### config.mk
export PLATFORM = sky130hd
export DESIGN_NAME = mem_port_arbiter
export DESIGN_NICKNAME = d
export VERILOG_FILES = /design/src/rtl/mem_port_arbiter.sv
export SDC_FILE = /design/constraint.sdc
export NUM_CORES = 1
export LEC_CHECK = 0
export ABC_AREA = 1
export BUFFER_PORTS_ARGS = -buffer_cell sky130_fd_sc_hd__buf_4
export CAP_MARGIN = 40
export CORE_AREA = 8 8 202 204
export DETAILED_ROUTE_END_ITERATION = 6
export DIE_AREA = 0 0 210 212
export GPL_ROUTABILITY_DRIVEN = 1
export SYNTH_ARGS = -nofsm -noshare
export SYNTH_HDL_FRONTEND = slang
export SYNTH_SLANG_ARGS = --single-unit
export TNS_END_PERCENT = 100
### constraint.sdc
create_clock -name clk -period 4.65 [get_ports clk]
set_clock_uncertainty 0.2 [all_clocks]
set_input_delay 1.395 -clock clk [delete_from_list [all_inputs] [get_ports clk]]
set_output_delay 1.395 -clock clk [all_outputs]
set_load 0.02 [all_outputs]
### src/rtl/mem_port_arbiter.sv
// Two-requester arbiter (instruction fetch / load-store) for a single non-pipelined memory port.
// One transaction in flight: IDLE accepts, ISSUE hands off downstream, WAIT returns the response.
module mem_port_arbiter #(
  parameter int ADDR_W   = 64,
  parameter int DATA_W   = 64,
  parameter bit LSU_PRIO = 1'b1
) (
  input  logic                clk,
  input  logic                rst,
  input  logic                if_req_valid,
  output logic                if_req_ready,
  input  logic [ADDR_W-1:0]   if_addr,
  output logic                if_resp_valid,
  output logic [DATA_W-1:0]   if_rdata,
  input  logic                ls_req_valid,
  output logic                ls_req_ready,
  input  logic                ls_we,
  input  logic [ADDR_W-1:0]   ls_addr,
  input  logic [DATA_W-1:0]   ls_wdata,
  input  logic [DATA_W/8-1:0] ls_wmask,
  output logic                ls_resp_valid,
  output logic [DATA_W-1:0]   ls_rdata,
  output logic                mem_req_valid,
  input  logic                mem_req_ready,
  output logic                mem_we,
  output logic [ADDR_W-1:0]   mem_addr,
  output logic [DATA_W-1:0]   mem_wdata,
  output logic [DATA_W/8-1:0] mem_wmask,
  input  logic                mem_resp_valid,
  input  logic [DATA_W-1:0]   mem_rdata
);

  localparam int MASK_W = DATA_W / 8;

  typedef enum logic [1:0] {
    IDLE  = 2'd0,
    ISSUE = 2'd1,
    WAIT  = 2'd2
  } state_t;

  state_t              state, state_nxt;
  logic                last_ls;
  logic                owner_ls;
  logic                req_we;
  logic [ADDR_W-1:0]   req_addr;
  logic [DATA_W-1:0]   req_wdata;
  logic [MASK_W-1:0]   req_wmask;
  logic                grant_if, grant_ls, accept, resp_take;

  // Tie-break: fixed LS priority, or alternate away from the previous winner.
  function automatic logic pick_ls(input logic if_v, input logic ls_v, input logic last_was_ls);
    if (!ls_v) return 1'b0;
    if (!if_v) return 1'b1;
    if (LSU_PRIO) return 1'b1;
    return !last_was_ls;
  endfunction

  always_comb begin
    state_nxt = state;
    grant_if  = 1'b0;
    grant_ls  = 1'b0;
    case (state)
      IDLE: begin
        grant_ls = pick_ls(if_req_valid, ls_req_valid, last_ls);
        grant_if = if_req_valid && !grant_ls;
        if (grant_if || grant_ls) state_nxt = ISSUE;
      end
      ISSUE: if (mem_req_ready) state_nxt = WAIT;
      WAIT:  if (mem_resp_valid) state_nxt = IDLE;
      default: state_nxt = IDLE;
    endcase
  end

  assign accept    = grant_if || grant_ls;
  assign resp_take = (state == WAIT) && mem_resp_valid;

  assign if_req_ready  = grant_if;
  assign ls_req_ready  = grant_ls;
  assign mem_req_valid = (state == ISSUE);
  assign mem_we        = req_we;
  assign mem_addr      = req_addr;
  assign mem_wdata     = req_wdata;
  assign mem_wmask     = req_wmask;

  always_ff @(posedge clk) begin
    if (rst) begin
      state         <= IDLE;
      last_ls       <= 1'b1;
      owner_ls      <= 1'b0;
      req_we        <= 1'b0;
      req_addr      <= '0;
      req_wdata     <= '0;
      req_wmask     <= '0;
      if_resp_valid <= 1'b0;
      ls_resp_valid <= 1'b0;
      if_rdata      <= '0;
      ls_rdata      <= '0;
    end else begin
      state         <= state_nxt;
      if_resp_valid <= 1'b0;
      ls_resp_valid <= 1'b0;
      // Accept stage: capture the winner so later upstream changes cannot disturb it.
      if (accept) begin
        owner_ls  <= grant_ls;
        last_ls   <= grant_ls;
        req_we    <= grant_ls && ls_we;
        req_addr  <= grant_ls ? ls_addr : if_addr;
        req_wdata <= grant_ls ? ls_wdata : '0;
        req_wmask <= (grant_ls && ls_we) ? ls_wmask : '0;
      end
      // Response stage: only a response seen in WAIT belongs to the current owner.
      if (resp_take) begin
        if (owner_ls) begin
          ls_resp_valid <= 1'b1;
          ls_rdata      <= req_we ? '0 : mem_rdata;
        end else begin
          if_resp_valid <= 1'b1;
          if_rdata      <= mem_rdata;
        end
      end
    end
  end

endmodule

==> run summary, run 1 <==
Area taken by multi-input logic gates - 4160 sq um
Via/cell ratio - 4.54
Htree depth - 1
Post-CTS Resized - 0
Final HPWL from detailed placement - 30,800 um
CP endpoint kind - primary output
Crit-path slowest cell - buf_4
GRT Residual Overflow - 0
Fillcell total - 3,911
Clock Latency Late Sink - 0.57 ns
CP Launch Point - if_req_valid
Max-cap viol count - 0
Crit path DAT - 1.78 ns
Vias in the first global route - 11,000
Final GP Congestion - 0.805
DRT Wirelength - 42,100 um
Unique cell type count in the Yosys netlist - 19
Synth Cell Area - 10,600 sq um
Reg2Reg Depth - 7
Post-CTS setup buffers - 0
Core area - 37,900 sq um
Slew Viols, Final - 0
Slew @ Worst Pin - 0.789 ns
Initial antenna violation count - 1
CP endpoint - if_req_ready
Flops & latches, synth - 270
Register area - 5410 sq um
Die height - 212 um
Drt initial violations - 629
Post-Syn Nets - 1,736
Crit-path max FO - 2
Fin crit share - 0.727
F_max - 0.296 GHz
CTS max path bufs - 3
Largest net degree at the start of global routing - 103
Util after Layout - 0.423
Die area - 44,500 sq um
Nets - 2,213
Startpoint class of the critical path - primary input
CTS clock-pin slew for the worst setup and hold paths - 0.06 ns
Pwr per Cell Area - 377 nW/um^2
Die Span X - 210 um
Share of cells above drive strength 1 - 0.316
VDD IR max - 0.282 mV
Mapped Cells - 1,465
Critical setup path kind - primary input to primary output
Slew HR - 0.474
Vias - 11,300
Most common cell after layout, fill and taps aside - buf_4
CTS hold repair buffers - 0
CTS buffer count - 31
Setup violators final - 0
Buffers on Ports - 540
Yosys warns - 0
Worst R2R Start - state[0]$_SDFFE_PP0P_
Crit Reg-Reg Endpoint - mem_addr[62]$_SDFFE_PP0P_
Initial Util - 0.280
DRC - 0
Static Leak - 7.74 nW
CTS sink cnt - 270
Critical Path Max Stage Delay - 0.15 ns
Commonest non-fill, non-tap cells in the layout - buf_4 (553), nand2_1 (342), dfxtp_1 (270)
Worst-path cell chain - buf_4, nand2_1, nor2_1, buf_4
Fin Setup TNS - 0 ns
Syn Area/Cell - 7.25 sq um
I/O pin count - 541
Num rows - 72
RSZ-0062 raised after global routing - false
Gr usage total - 0.177
Required @ worst endpoint - 3.05 ns
First-pass GRT wire length - 63,900 um
Final Hold Vio Count - 0
Routed len/inst - 16.9 um
Sequential fraction of the synthesis area - 0.509
Min-delay worst type - register to register
R2r setup slk - 2.50 ns
Crit path top cell by count - buf_4
Antenna viol nets, final - 0
Status - finished clean
TritonCTS clock tree - yes
Root buf cell - clkbuf_16
Minimum clock period after layout - 3.38 ns
Synth-to-Final Area Change - 51.1%
Initial DRT Pass Iterations - 5
-- layer usage --
metal | up-vias | part of all wire | GRT usage
met5 | - | 0 | 0
met1 | 5158 | 0.41 | 0.211
li1 | 5626 | - | -
met4 | 0 | 0.021 | 0.0474
met2 | 436 | 0.48 | 0.298
met3 | 57 | 0.097 | 0.0647
-- worst min path at each step --
stage	from	endpoint	slack, ns	cells past startpoint
finish	mem_wdata[34]$_SDFFE_PP0P_	mem_wdata[34]$_SDFFE_PP0P_	0.26	2
global route	mem_wdata[25]$_SDFFE_PP0P_	mem_wdata[25]$_SDFFE_PP0P_	0.27	2
CTS	mem_wdata[12]$_SDFFE_PP0P_	mem_wdata[12]$_SDFFE_PP0P_	0.26	2
detailed placement	mem_wdata[12]$_SDFFE_PP0P_	mem_wdata[12]$_SDFFE_PP0P_	0.25	2
global placement	mem_wdata[57]$_SDFFE_PP0P_	mem_wdata[57]$_SDFFE_PP0P_	0.25	2
floorplan	owner_ls$_SDFFE_PP0P_	owner_ls$_SDFFE_PP0P_	0.27	2
-- worst max-delay path: cells and delay by family --
family	cells	cell delay, ns
buf+inv	2	0.23
simple gates	2	0.16
-- metrics by stage --
step | std cells | total power (W) | hold WS, ns | instance area [sq um] | setup slack [ns]
3_3_place_gp | 2425 | 0.00359 | 0.249 | 14900 | 1.23
4_1_cts | 2485 | 0.00613 | 0.262 | 16000 | 1.26
3_5_place_dp | 2427 | 0.00360 | 0.252 | 15000 | 1.20
5_1_grt | 2485 | 0.00632 | 0.273 | 16000 | 1.23
6_report | 2486 | 0.00604 | 0.260 | 16000 | 1.27
2_1_floorplan | 1465 | 0.00310 | 0.272 | 10600 | 0.998
-- layout make-up --
cell class	instances	share of cell area
flip-flops and latches	270	0.337
repair buffers	557	0.264
multi-input cells	943	0.259
clock buffers	48	0.0592
well taps	518	0.0404
inverters	139	0.0327
clock inverters	10	0.00710
diodes	1	0.000156
-- report_power, final --
group	switching, W	internal (W)	leakage (nW)
registers	0.0000675	0.00243	2.20
clock network	0.000987	0.00151	0.525
logic	0.000609	0.000435	5.01
total	0.00166	0.00438	7.74
-- cell families (layout without fill, tap and decap cells) --
family,Yosys count,count (layout),synth area share
compound gates,268,268,0.127
buf+inv,252,754,0.0999
flops,270,270,0.509
other cells,0,1,0
simple gates,675,675,0.264
-- sequential cells by signal, indices dropped and copies added (netlist names) --
| signal | cells |
|---|---|
| if_rdata | 64 |
| ls_rdata | 64 |
| mem_addr | 64 |
| mem_wdata | 64 |
| mem_wmask | 8 |
| state | 2 |
| if_resp_valid | 1 |
| ls_resp_valid | 1 |
| mem_we | 1 |
| owner_ls | 1 |
-- synth_stat cells (all sizes together) --
library cell | count | area share
nand3b | 1 | 0.00071
o21ai | 128 | 0.060
nand4 | 1 | 0.00059
nand3 | 193 | 0.091
inv | 139 | 0.049
o21a | 1 | 0.00071
clkbuf | 48 | 0.017
nand2 | 343 | 0.12
nor2 | 137 | 0.050
buf | 65 | 0.034
dfxtp | 270 | 0.51
a21oi | 139 | 0.066
Power figures use the tool's default switching activity.
==> run 2, diff against run 1 <==
--- a/config.mk
+++ b/config.mk
@@ -5,12 +5,12 @@
 export SDC_FILE = /design/constraint.sdc
 export NUM_CORES = 1
 export LEC_CHECK = 0
-export ABC_AREA = 1
+export ABC_AREA = 0
 export BUFFER_PORTS_ARGS = -buffer_cell sky130_fd_sc_hd__buf_4
 export CAP_MARGIN = 40
-export CORE_AREA = 8 8 202 204
+export CORE_AREA = 8 8 203 205
 export DETAILED_ROUTE_END_ITERATION = 6
-export DIE_AREA = 0 0 210 212
+export DIE_AREA = 0 0 211 213
 export GPL_ROUTABILITY_DRIVEN = 1
 export SYNTH_ARGS = -nofsm -noshare
 export SYNTH_HDL_FRONTEND = slang
==> constraint.sdc (replaced) <==
create_clock -name clk -period 3.22 [get_ports clk]
set_clock_uncertainty 0.2 [all_clocks]
set_input_delay 0.966 -clock clk [delete_from_list [all_inputs] [get_ports clk]]
set_output_delay 0.966 -clock clk [all_outputs]
set_load 0.02 [all_outputs]
==> run 2 against run 1 <==
Via count is 14% lower; critical path type is now register to primary output; clock power increased by 38%; global-route usage is 1.4 points lower; critical endpoint is now mem_req_valid; routed wire length is 5.6% lower.
==> run summary, run 2 <==
Status - finished clean
Nets - 1,820 (-18%)
Slew @ Worst Pin - 0.794 ns (+0.00423 ns)
RSZ-0062 raised after global routing - false
Mapped Cells - 1,065 (-27%)
CP endpoint kind - primary output
Most common cell after layout, fill and taps aside - buf_4
Async SR Flop Fraction - 0 (unchanged)
Vias - 9,748 (-14%)
Kind of cell adding the most delay to the critical path - flip-flops
Sw frac - 0.268 (-0.00709)
Initial Util - 0.259 (-0.0209)
Post-CTS setup buffers - 0 (unchanged)
Clock Latency Late Sink - 0.55 ns (-0.02 ns)
CP endpoint - mem_req_valid
Crit-path slowest cell - dfxtp_1
Die area - 44,900 sq um (+0.95%)
Max-cap viol count - 0 (unchanged)
Fin crit share - 0.920
Top post-synthesis cells by area - dfxtp_1 (55%), a21oi_1 (10%), nand2_1 (7.4%), mux2i_1 (6.5%), a22o_1 (5.7%)
CP Depth - 2 (-2)
CTS clock-pin slew for the worst setup and hold paths - 0.06 ns (about the same)
Required @ worst endpoint - 2.05 ns (-1.00 ns)
Sw Pwr - 0.00228 W (+37%)
Crit Reg-Reg Endpoint - mem_wmask[2]$_SDFFE_PP0P_
Pre-CTS WS - 0.349 ns (-0.855 ns)
Commonest non-fill, non-tap cells in the layout - buf_4 (545), dfxtp_1 (270), a21oi_1 (203)
First-pass GRT wire length - 58,900 um (-7.9%)
Minimum clock period after layout - 2.96 ns
Synth Cell Area - 9870 sq um (-7.0%)
Htree depth - 1 (unchanged)
Setup violators final - 0 (unchanged)
Min-delay worst type - register to register
Critical Path Max Stage Delay - 0.73 ns (+0.58 ns)
Via/cell ratio - 4.67 (+2.9%)
Gr usage total - 0.163 (-0.0142)
Static Leak - 6.75 nW (-13%)
Internal Pwr Total - 0.00621 W (+42%)
Synth-to-Final Area Change - 55.9%
CTS buffer count - 30 (-3.2%)
CTS hold repair buffers - 0 (unchanged)
Worst Slack Setup Final - 0.257 ns (-1.01 ns)
Seq pwr share - 0.426 (+0.012)
Initial DRT Pass Iterations - 5 (unchanged)
Clock share of power - 0.408 (-0.005)
Post-synth EDFFs - 0 (unchanged)
Placed Cells incl. Taps - 2,035 (-16%)
Unique cell type count in the Yosys netlist - 26 (+7)
Die height - 213 um (+0.47%)
Num rows - 72 (unchanged)
Startpoint class of the critical path - register
Largest net degree at the start of global routing - 131 (+27%)
Worst R2R Start - state[0]$_SDFFE_PP0P_
Fin Setup TNS - 0 ns (unchanged)
Crit-path max FO - 9 (+7)
Drt initial violations - 535 (-15%)
Yosys warns - 0 (unchanged)
Comb pwr share - 0.166 (-0.007)
Slew Viols, Final - 0 (unchanged)
Flops & latches, synth - 270 (unchanged)
Root buf cell - clkbuf_16
Initial antenna violation count - 0 (-1)
Pwr per Cell Area - 551 nW/um^2 (+46%)
Share of cells above drive strength 1 - 0.393 (+0.0765)
Ant diodes - 0 (-1)
I/O pin count - 541 (unchanged)
F_max - 0.337 GHz
WP buf/inv - 1 (-1)
Cell taking the most area after synthesis - dfxtp_1
Vias in the first global route - 9,801 (-11%)
Die Span X - 211 um (+0.48%)
Post-CTS Resized - 0 (unchanged)
Slew HR - 0.471 (-0.00282)
GRT Residual Overflow - 0 (unchanged)
Final Hold Vio Count - 0 (unchanged)
Commonest cells in the netlist - dfxtp_1 (270), a21oi_1 (203), nand2_1 (195)
Final GP Congestion - 0.795 (-1.3%)
DRT Wirelength - 39,700 um (-5.6%)
Core area - 38,100 sq um (+0.47%)
Final HPWL from detailed placement - 28,700 um (-6.8%)
DRC - 0 (unchanged)
Post-Syn Nets - 1,336 (-23%)
Syn Area/Cell - 9.27 sq um (+28%)
Routed len/inst - 19.0 um (+12%)
Post-Layout Cell Count - 2,089 (-16%)
Top FF cell, synth - dfxtp_1
Antenna viol nets, final - 0 (unchanged)
Worst-path cell chain - nor2b_1, buf_4
Sequential fraction of the synthesis area - 0.548 (+0.0384)
Critical setup path kind - register to primary output
CTS sink cnt - 270 (unchanged)
CP Launch Point - state[0]$_SDFFE_PP0P_
Reg2Reg Depth - 4 (-3)
CTS max path bufs - 3 (unchanged)
VDD IR max - 0.340 mV (+21%)
TritonCTS clock tree - yes
R2r setup slk - 1.12 ns (-1.38 ns)
Synth top area share - 0.548 (+0.0384)
Count leader, synth - dfxtp_1
Buffers on Ports - 540 (unchanged)
Crit path DAT - 1.80 ns (+0.02 ns)
-- run 2: worst min-delay path, cell delays in order (launching register included) --
cell     delay (ns)
dfxtp_1        0.30
nand2_1        0.05
a21oi_1        0.05
-- run 2: logic make-up after synthesis --
logic type / synth area share
compound gates: 0.247
buf+inv: 0.0485
flops: 0.548
mux: 0.0649
simple gates: 0.0919
-- run 2: routing by layer --
metal  vias up  wire length [um]  track usage
li1       4740                 -            -
met1      4553             15900        0.193
met2       400             19200        0.276
met3        55              3790       0.0581
met4         0               809       0.0437
met5         -                 0            0
-- run 2: how the worst min path moves through the flow --
stage                               from                        end  slack (ns)  depth (start not counted)
2_1_floorplan      owner_ls$_SDFFE_PP0P_      owner_ls$_SDFFE_PP0P_        0.29                          2
3_3_place_gp   if_rdata[23]$_SDFFE_PP0P_  if_rdata[23]$_SDFFE_PP0P_        0.24                          2
3_5_place_dp   if_rdata[56]$_SDFFE_PP0P_  if_rdata[56]$_SDFFE_PP0P_        0.25                          2
4_1_cts        if_rdata[56]$_SDFFE_PP0P_  if_rdata[56]$_SDFFE_PP0P_        0.26                          2
5_1_grt         if_rdata[9]$_SDFFE_PP0P_   if_rdata[9]$_SDFFE_PP0P_        0.27                          2
6_report       if_rdata[23]$_SDFFE_PP0P_  if_rdata[23]$_SDFFE_PP0P_        0.25                          2
-- run 2: power by group through the flow --
stage / Clock [W] / Sequential [W] / Combinational [W]
finish: 0.00346 / 0.00361 / 0.00141
global route: 0.00371 / 0.00363 / 0.00151
floorplan: 0 / 0.00387 / 0.000482
CTS: 0.00357 / 0.00361 / 0.00143
global placement: 0 / 0.00368 / 0.00141
detailed placement: 0 / 0.00368 / 0.00142
-- run 2: cell type report --
type                       count  area [sq um]
clock buffer                  41           883
clock inverter                13           128
multi-input combinational    692          4040
sequential                   270          5410
timing repair buffer         555          4280
fill                        3788         22700
tap                          518           648
-- run 2: through the flow --
stage / util / hold WS (ns) / power, W / instance area, sq um
3_3_place_gp: 0.377 / 0.244 / 0.00509 / 14400
4_1_cts: 0.404 / 0.256 / 0.00861 / 15400
6_report: 0.404 / 0.254 / 0.00848 / 15400
3_5_place_dp: 0.377 / 0.247 / 0.00511 / 14400
5_1_grt: 0.404 / 0.267 / 0.00885 / 15400
2_1_floorplan: - / 0.294 / 0.00436 / 9870
